**src/rtl/drbg_keystream_buffer_if.sv**
```systemverilog
// Signal bundle between the DRBG, the sync parser and the keystream buffer.
// The master side drives the generator and sync flags; the slave side is the buffer.
interface drbg_keystream_buffer_if #(
  parameter int DATA_WIDTH_IN  = 256,
  parameter int DATA_WIDTH_OUT = 8,
  parameter int DEPTH          = 2
);
  localparam int LVL_W = $clog2(DEPTH + 1);

  logic                      H;
  logic                      V;
  logic [DATA_WIDTH_IN-1:0]  data_in;
  logic                      data_in_valid;
  logic                      generator_busy;
  logic                      need_next;
  logic [DATA_WIDTH_OUT-1:0] data_out;
  logic                      data_out_valid;
  logic                      underflow;
  logic [LVL_W-1:0]          level;

  modport master (
    output H, V, data_in, data_in_valid, generator_busy,
    input  need_next, data_out, data_out_valid, underflow, level
  );

  modport slave (
    input  H, V, data_in, data_in_valid, generator_busy,
    output need_next, data_out, data_out_valid, underflow, level
  );
endinterface

```
**src/rtl/drbg_keystream_buffer.sv**
```systemverilog
// Buffers wide DRBG words and hands out one narrow chunk per active video line.
//   state   | meaning
//   IDLE    | no request outstanding; may request when a slot is free
//   WAIT    | request issued, waiting for data_in_valid
module drbg_keystream_buffer #(
  parameter int DATA_WIDTH_IN     = 256,
  parameter int DATA_WIDTH_OUT    = 8,
  parameter int DEPTH             = 2,
  parameter bit CONSUME_IN_VBLANK = 1'b0,
  parameter bit ALIGN_ON_FIELD    = 1'b1
) (
  input logic                    clk,
  input logic                    reset,
  drbg_keystream_buffer_if.slave bus
);
  localparam int CHUNKS = DATA_WIDTH_IN / DATA_WIDTH_OUT;
  localparam int PTR_W  = (DEPTH > 1) ? $clog2(DEPTH) : 1;
  localparam int CI_W   = (CHUNKS > 1) ? $clog2(CHUNKS) : 1;
  localparam int LVL_W  = $clog2(DEPTH + 1);

  localparam logic [PTR_W-1:0] PTR_LAST = PTR_W'(DEPTH - 1);
  localparam logic [CI_W-1:0]  CI_LAST  = CI_W'(CHUNKS - 1);
  localparam logic [LVL_W-1:0] LVL_FULL = LVL_W'(DEPTH);

  localparam logic [0:0] ST_IDLE = 1'b0;
  localparam logic [0:0] ST_WAIT = 1'b1;

  typedef logic [CHUNKS-1:0][DATA_WIDTH_OUT-1:0] word_t;

  word_t                     mem_q [DEPTH];
  logic [PTR_W-1:0]          rd_ptr_q, rd_ptr_d;
  logic [PTR_W-1:0]          wr_ptr_q, wr_ptr_d;
  logic [CI_W-1:0]           ci_q, ci_d, ci_tick;
  logic [LVL_W-1:0]          level_q, level_d;
  logic [0:0]                state_q, state_d;
  logic                      h_q, v_q;
  logic                      need_next_q, need_next_d;
  logic [DATA_WIDTH_OUT-1:0] data_out_q, data_out_d;
  logic                      valid_q, valid_d;
  logic                      underflow_q, underflow_d;
  logic                      tick, v_fall, have_word, wr_en;
  logic                      pop_tick, pop_align, pop;

  always_comb begin
    tick      = bus.H & ~h_q & (~bus.V | CONSUME_IN_VBLANK);
    v_fall    = ~bus.V & v_q;
    have_word = (level_q != '0);
    wr_en     = (state_q == ST_WAIT) & bus.data_in_valid;

    data_out_d  = data_out_q;
    valid_d     = 1'b0;
    underflow_d = underflow_q;
    ci_tick     = ci_q;
    pop_tick    = 1'b0;
    if (tick) begin
      if (have_word) begin
        data_out_d = mem_q[rd_ptr_q][ci_q];
        valid_d    = 1'b1;
        if (ci_q == CI_LAST) begin
          ci_tick  = '0;
          pop_tick = 1'b1;
        end else begin
          ci_tick  = ci_q + CI_W'(1);
        end
      end else begin
        underflow_d = 1'b1;
      end
    end

    // Field alignment acts on the chunk index left behind by a same-cycle tick.
    ci_d      = ci_tick;
    pop_align = 1'b0;
    if (ALIGN_ON_FIELD && v_fall && (ci_tick != '0) && have_word) begin
      ci_d      = '0;
      pop_align = 1'b1;
    end
    pop = pop_tick | pop_align;

    rd_ptr_d = rd_ptr_q;
    if (pop) rd_ptr_d = (rd_ptr_q == PTR_LAST) ? '0 : rd_ptr_q + PTR_W'(1);
    wr_ptr_d = wr_ptr_q;
    if (wr_en) wr_ptr_d = (wr_ptr_q == PTR_LAST) ? '0 : wr_ptr_q + PTR_W'(1);

    level_d = level_q;
    if (wr_en && !pop) level_d = level_q + LVL_W'(1);
    else if (!wr_en && pop) level_d = level_q - LVL_W'(1);

    state_d     = state_q;
    need_next_d = 1'b0;
    if (state_q == ST_IDLE) begin
      if ((level_q < LVL_FULL) && !bus.generator_busy) begin
        state_d     = ST_WAIT;
        need_next_d = 1'b1;
      end
    end else if (bus.data_in_valid) begin
      state_d = ST_IDLE;
    end
  end

  always_ff @(posedge clk) begin
    if (reset) begin
      rd_ptr_q    <= '0;
      wr_ptr_q    <= '0;
      ci_q        <= '0;
      level_q     <= '0;
      state_q     <= ST_IDLE;
      h_q         <= 1'b0;
      v_q         <= 1'b0;
      need_next_q <= 1'b0;
      data_out_q  <= '0;
      valid_q     <= 1'b0;
      underflow_q <= 1'b0;
    end else begin
      rd_ptr_q    <= rd_ptr_d;
      wr_ptr_q    <= wr_ptr_d;
      ci_q        <= ci_d;
      level_q     <= level_d;
      state_q     <= state_d;
      h_q         <= bus.H;
      v_q         <= bus.V;
      need_next_q <= need_next_d;
      data_out_q  <= data_out_d;
      valid_q     <= valid_d;
      underflow_q <= underflow_d;
    end
  end

  // Word storage carries no reset; occupancy is tracked by level_q alone.
  always_ff @(posedge clk) begin
    if (wr_en) mem_q[wr_ptr_q] <= bus.data_in;
  end

  assign bus.need_next      = need_next_q;
  assign bus.data_out       = data_out_q;
  assign bus.data_out_valid = valid_q;
  assign bus.underflow      = underflow_q;
  assign bus.level          = level_q;
endmodule

```
**src/flat_wrapper.sv**
```systemverilog
// flat-port wrapper written by rule: the top's interface ports become plain ports
module drbg_keystream_buffer_flat 
#(
  parameter int DATA_WIDTH_IN     = 256,
  parameter int DATA_WIDTH_OUT    = 8,
  parameter int DEPTH             = 2,
  parameter bit CONSUME_IN_VBLANK = 1'b0,
  parameter bit ALIGN_ON_FIELD    = 1'b1
)
  (clk, reset, bus_H, bus_V, bus_data_in, bus_data_in_valid, bus_generator_busy, bus_need_next, bus_data_out, bus_data_out_valid, bus_underflow, bus_level);
  drbg_keystream_buffer_if #(.DATA_WIDTH_IN(DATA_WIDTH_IN), .DATA_WIDTH_OUT(DATA_WIDTH_OUT), .DEPTH(DEPTH)) bus_i ();
  input logic clk;
  input logic reset;
  input wire logic [$bits(bus_i.H)-1:0] bus_H;
  input wire logic [$bits(bus_i.V)-1:0] bus_V;
  input wire logic [$bits(bus_i.data_in)-1:0] bus_data_in;
  input wire logic [$bits(bus_i.data_in_valid)-1:0] bus_data_in_valid;
  input wire logic [$bits(bus_i.generator_busy)-1:0] bus_generator_busy;
  output wire logic [$bits(bus_i.need_next)-1:0] bus_need_next;
  output wire logic [$bits(bus_i.data_out)-1:0] bus_data_out;
  output wire logic [$bits(bus_i.data_out_valid)-1:0] bus_data_out_valid;
  output wire logic [$bits(bus_i.underflow)-1:0] bus_underflow;
  output wire logic [$bits(bus_i.level)-1:0] bus_level;
  assign bus_i.H = bus_H;
  assign bus_i.V = bus_V;
  assign bus_i.data_in = bus_data_in;
  assign bus_i.data_in_valid = bus_data_in_valid;
  assign bus_i.generator_busy = bus_generator_busy;
  assign bus_need_next = bus_i.need_next;
  assign bus_data_out = bus_i.data_out;
  assign bus_data_out_valid = bus_i.data_out_valid;
  assign bus_underflow = bus_i.underflow;
  assign bus_level = bus_i.level;
  drbg_keystream_buffer #(.DATA_WIDTH_IN(DATA_WIDTH_IN), .DATA_WIDTH_OUT(DATA_WIDTH_OUT), .DEPTH(DEPTH), .CONSUME_IN_VBLANK(CONSUME_IN_VBLANK), .ALIGN_ON_FIELD(ALIGN_ON_FIELD)) u_core (.clk(clk), .reset(reset), .bus(bus_i));
endmodule
```
**config.mk**
```make
export PLATFORM = sky130hd
export DESIGN_NAME = drbg_keystream_buffer_flat
export DESIGN_NICKNAME = d
export VERILOG_FILES = /design/src/rtl/drbg_keystream_buffer_if.sv /design/src/rtl/drbg_keystream_buffer.sv /design/src/flat_wrapper.sv
export SDC_FILE = /design/constraint.sdc
export NUM_CORES = 1
export LEC_CHECK = 0
export BUFFER_PORTS_ARGS = -buffer_cell sky130_fd_sc_hd__clkbuf_2
export CAP_MARGIN = 20
export CORE_MARGIN = 2
export CORE_UTILIZATION = 50
export CTS_CLUSTER_SIZE = 20
export DETAILED_ROUTE_END_ITERATION = 16
export PLACE_DENSITY = 0.72
export SYNTH_ARGS = -nofsm -noshare
export SYNTH_HDL_FRONTEND = slang
export SYNTH_SLANG_ARGS = --single-unit
export TNS_END_PERCENT = 30
```
**constraint.sdc**
```tcl
create_clock -name clk -period 12.58 [get_ports clk]
set_input_delay 1.887 -clock clk [delete_from_list [all_inputs] [get_ports clk]]
set_output_delay 1.887 -clock clk [all_outputs]
set_load 0.1 [all_outputs]
```
======== Word-level counts from Yosys, hierarchy flattened ========
Memories as Yosys holds them, arrays and structs flattened. A register that Yosys moved wholly into a read port is not among the register bits.
Cells that the tools add are included.
word-level totals
  register bits ........................... 23
  RAM bits ................................ 512
  output and inout port bits .............. 13
  word-level logic and storage cells ...... 66
  memories kept ........................... 1
operators by class
  $add $sub $neg .......................... 5
  magnitude comparators ................... 2
  equality and inequality tests ........... 1
  mux-type cells .......................... 21
  bitwise logic cells ..................... 9
  reductions and logical operators ........ 16
memories
  memory        depth  bits a word  read ports  clocked after Yosys merged registers in  write ports  RTL line                     text
  u_core.mem_q  2      256          1           1                                        1            drbg_keystream_buffer.sv:30  word_t mem_q [DEPTH];
operator list
  kind                 number
  $bmux 8 s5           1
  $mux 5               3
  $mux 1               14
  $mux 8               1
  $lt 5x6->1 const B   1
  $reduce_or 2->1      3
  $add 5x1->5 const B  1
  $eq 5x5->1 const B   1
  $logic_and 1x1->1    5
  $reduce_bool 5->1    1
  $and 1x1->1          4
  $mux 2               2
  $not 1->1            4
  $reduce_and 2->1     2
  $reduce_bool 2->1    2
  $logic_not 1->1      3
  $add 1x1->1 const B  2
  $add 2x1->2 const B  1
  $lt 2x2->1 const B   1
  $sub 2x1->2 const B  1
  $or 1x1->1           1

======== Depth between registers and ports, before layout ========
  word-level depth ........................ 12
  gate-level depth with buffers ........... 10

======== Worst setup path before layout ========
OpenSTA, ideal clock, no wires.
  path kind ............................... input-to-reg
  start ................................... in bus_data_in_valid
  end ..................................... mem u_core.mem_q[0][0] in the netlist's numbering, enable pin
  data arrival time ....................... 12.578 ns
  data required time ...................... 11.703 ns
  path slack .............................. -0.876 ns
  stages on the path ...................... 2
  path through ............................ nand2_1 > nor2_1
on the way
  word-level cells in the longest chain between the ends .. 3
RTL lines
  item                          RTL line                      text
  start: declaration            flat_wrapper.sv:17            input wire logic [$bits(bus_i.data_in_valid)-1:0] bus_data_in_valid;
  $and 1x1->1                   drbg_keystream_buffer.sv:48   wr_en = (state_q == ST_WAIT) & bus.data_in_valid;
  $mux 1                        drbg_keystream_buffer.sv:130  if (wr_en) mem_q[wr_ptr_q] <= bus.data_in;
  $mux 1 (implied by the code)  drbg_keystream_buffer.sv:130
  end: declaration              drbg_keystream_buffer.sv:30
Every way passes these cells.

======== Worst setup path in the final report ========
  start ................................... in bus_data_in_valid
  end ..................................... mem u_core.mem_q[0][140] in the netlist's numbering, enable pin
Same word-level chain as after synthesis.

==> flow_metrics.py <==
metrics = {
    "status": {
        "outcome": "complete, no violations",
    },
    "critical_path": {
        "cp-end-kind": "flip-flop",
        "reg2reg_depth": 7,
        "required_ns": 12.78,
        "worstPathArrival_ns": 4.88,
        "crit_fanout": 76,
        "rr_endpoint": "u_core.bus.data_out[1]",
        "crit_type": "primary input to flip-flop",
        "r2r_slack_ns": 8.52,
        "start_kind": "primary input",
    },
    "placed_design": {
        "dpl.hpwl_um": 30590,
        "gp_congestion": 0.7920,
        "portBuffers": 274,
    },
    "route": {
        "drc": 0,
        "wl_um": 46710,
        "detail-route-antenna-nets": 0,
        "drtIter0Drc": 854,
        "drt-wirelength-per-cell_um": 24.75,
        "vias": 10986,
        "vias_per_cell": 5.822,
        "first_pass_iters": 5,
    },
    "global_routing": {
        "antenna_found_initial": 7,
        "track_usage_pct": 21.56,
        "grt_overflow": 0,
        "grt_pass1_vias": 11106,
        "grt_max_degree": 77,
        "grt_pass1_wl_um": 68940,
    },
    "worst_hold_path": {
        "holdPathStages": 2,
        "whs_endpoint": "u_core.bus.underflow",
        "hp-start": "u_core.bus.underflow",
        "holdCritPathClass": "flip-flop to flip-flop",
    },
    "final_layout": {
        "area_delta_synth_final_pct": 16.46,
        "seqCellArea_um2": 15860,
        "drive_above_1_share_pct": 35.38,
        "multiInputGateArea_um2": 4488,
        "fin_nets": 1573,
        "num-fill-cells": 3038,
    },
    "sta": {
        "setup_viol": 0,
        "rsz0062_at_grt": "false",
        "setup_tns_ns": 0,
        "worst_pin_slew_ns": 1.063,
        "hold_violations": 0,
        "fmax_ghz": 0.2137,
        "slew_headroom_pct": 29.00,
        "clock-skew-final_ns": 0.01152,
        "finalCriticalPeriod_ns": 4.679,
        "slew_violations": 0,
        "timing.final.crit_share_pct": 37.19,
    },
    "pwr": {
        "leakage_nw": 8.089,
        "netSwitchingFraction_pct": 20.22,
        "switchingPower_mw": 0.7332,
        "power.density_nw_per_um2": 150.2,
        "power_mw": 3.625,
        "pwr-share-seq_pct": 55.5,
        "intPower_mw": 2.892,
        "vdd_ir_drop_max_v": 0.0001202,
        "clockPowerShare_pct": 40.4,
        "comb_power_share_pct": 4.1,
    },
    "clock_tree": {
        "cts_tree": "built",
        "cts_buffer_depth": 3,
        "clkSinkCount": 536,
        "worstSkewPairLatency_ns": 0.59,
        "htreeDepth": 2,
        "cts_buffers": 52,
        "clk_pin_slew_ns": 0.06,
        "post_cts_buffers": 0,
        "cts_hold_buf": 0,
        "root_buffer": "clkbuf_16",
        "ctsResizeCount": 0,
    },
    "run": {
        "cap_viol_max_count": 0,
    },
    "synth": {
        "syn_nets": 1291,
        "avgSynthCellArea_um2": 20.23,
        "synthArstFlopShare_pct": 0,
        "synth-seq-cells": 536,
        "synth_ff_type": "edfxtp_1",
        "synth-edff-count": 512,
        "yosys_warnings": 0,
        "synth_cell_type_count": 47,
        "syn_inst": 1025,
        "seq_area_frac_synth_pct": 76.48,
        "syn_area_um2": 20730,
    },
    "floorplan": {
        "num_io_pins": 275,
        "die_h_um": 207.6,
        "start_util_pct": 50.66,
        "num_rows": 74,
        "die_x_um": 207.6,
        "core-area_um2": 40920,
        "die_area_um2": 43110,
    },
}
[critical path, cell delays in order]
cell,delay [ns]
clkbuf_2,0.11
nand2_1,0.12
nor2_4,0.76
buf_4,0.91
buf_4,0.96
[kinds of logic after synthesis]
group	count (synthesis)	share of synthesized area (%)
mux	195	13.82
buf+inv	64	1.992
xor+xnor	5	0.2112
fa+ha+maj	4	0.2414
simple gates	84	2.233
flops	536	76.48
compound gates	137	5.027
[through the flow]
stage	util, %	hold WS [ns]	worst slack (ns)	instance area (um^2)	std cells
2_1_floorplan	-	0.4555	3.464	20730	1025
3_3_place_gp	54.97	0.4582	7.322	22500	1783
3_5_place_dp	54.97	0.4620	7.267	22500	1783
4_1_cts	58.89	0.4856	7.898	24100	1881
5_1_grt	58.99	0.5156	7.682	24140	1885
6_report	59.00	0.4856	7.901	24140	1887
[cell usage after synthesis (5+ instances only)]
library cell  number  area [um^2]
clkbuf_1          27        101.4
a22oi_1           16        120.1
buf_4              5        37.54
mux4_2            56         1261
mux2i_1           65        650.6
mux2_2            53        596.8
buf_6              8        90.09
mux2_1            13        146.4
nor3_1            33        165.2
nand2_1            6        22.52
edfxtp_1         512        15370
a22o_1            48        420.4
o22ai_1           32        200.2
nor2_1            13        48.80
nand3b_1          10        75.07
o221ai_1           8        70.07
nor2b_1            5        31.28
mux4_1             8        210.2
buf_2             14        70.07
dfxtp_1           24        480.5
o31ai_1           16        120.1
a21oi_1            8        40.04
[cells in the final DEF, fill, tap and decap left out, types with 2 or more instances in the layout]
master     Yosys  final
edfxtp_1     512    512
clkbuf_2       0    274
mux2i_1       65     65
mux4_2        56     56
mux2_2        53     53
clkbuf_16      0     53
a22o_1        48     48
nor3_1        33     33
o22ai_1       32     32
dfxtp_1       24     22
clkinv_1       0     21
a22oi_1       16     16
o31ai_1       16     16
buf_4          5     14
mux2_1        13     13
nor2_1        13     12
nand3b_1      10     10
clkbuf_1      27      9
o221ai_1       8      8
a21oi_1        8      8
mux4_1         8      8
clkinv_2       0      8
nand2_1        6      6
diode_2        0      4
nor2b_1        5      4
xor2_1         4      4
ha_1           4      4
inv_1          3      3
o21ai_0        3      3
inv_6          0      3
bufinv_16      0      3
a21o_1         2      2
and3_1         3      2
or3_1          2      2
dfxtp_4        0      2
[how the worst max path moves through the flow]
stage,start,end,slack [ns],depth (start not counted)
after detailed placement,bus_data_in_valid,u_core.mem_q[0][189],7.27,5
after CTS,bus_data_in_valid,u_core.mem_q[0][157],7.90,5
after global routing,bus_data_in_valid,u_core.mem_q[0][157],7.68,5
final,bus_data_in_valid,u_core.mem_q[0][140],7.90,5
after global placement,bus_data_in_valid,u_core.mem_q[0][149],7.32,5
after floorplan,bus_data_in_valid,u_core.mem_q[0][0],3.46,2
[flip-flops by register name, indices dropped and copies added (netlist names), named ones only]
| signal | cells |
|---|---|
| u_core.ci_q | 5 |
| u_core.h_q | 1 |
| u_core.bus.data_out | 8 |
| u_core.rd_ptr_q | 1 |
| u_core.bus.underflow | 1 |
| u_core.v_q | 1 |
| u_core.mem_q | 512 |
| u_core.bus.data_out_valid | 1 |
| u_core.state_q | 1 |
| u_core.wr_ptr_q | 1 |
| u_core.bus.need_next | 1 |
| u_core.bus.level | 2 |
[cell type report]
| type | count | share of cell area (%) |
|---|---|---|
| multi-input cells | 425 | 18.59 |
| well taps | 532 | 2.757 |
| clock buffers | 62 | 5.633 |
| clock inverters | 36 | 1.005 |
| diodes | 4 | 0.04146 |
| repair buffers | 289 | 6.229 |
| flip-flops and latches | 536 | 65.70 |
| inverters | 3 | 0.04664 |
[power by group through the flow]
stage | sequential [mW] | combinational [mW] | clock [mW]
final | 2.01 | 0.148 | 1.46
after global routing | 2.02 | 0.160 | 1.57
after CTS | 2.01 | 0.149 | 1.50
after detailed placement | 2.05 | 0.148 | 0
after global placement | 2.05 | 0.144 | 0
after floorplan | 2.07 | 0.0591 | 0
[layer usage]
layer  part of all wire (%)  track usage, %
met5                  0.058               0
met3                    7.8           5.295
met4                    2.6           7.435
met1                     41           29.33
met2                     49           34.36
Power figures use the tool's default switching activity.
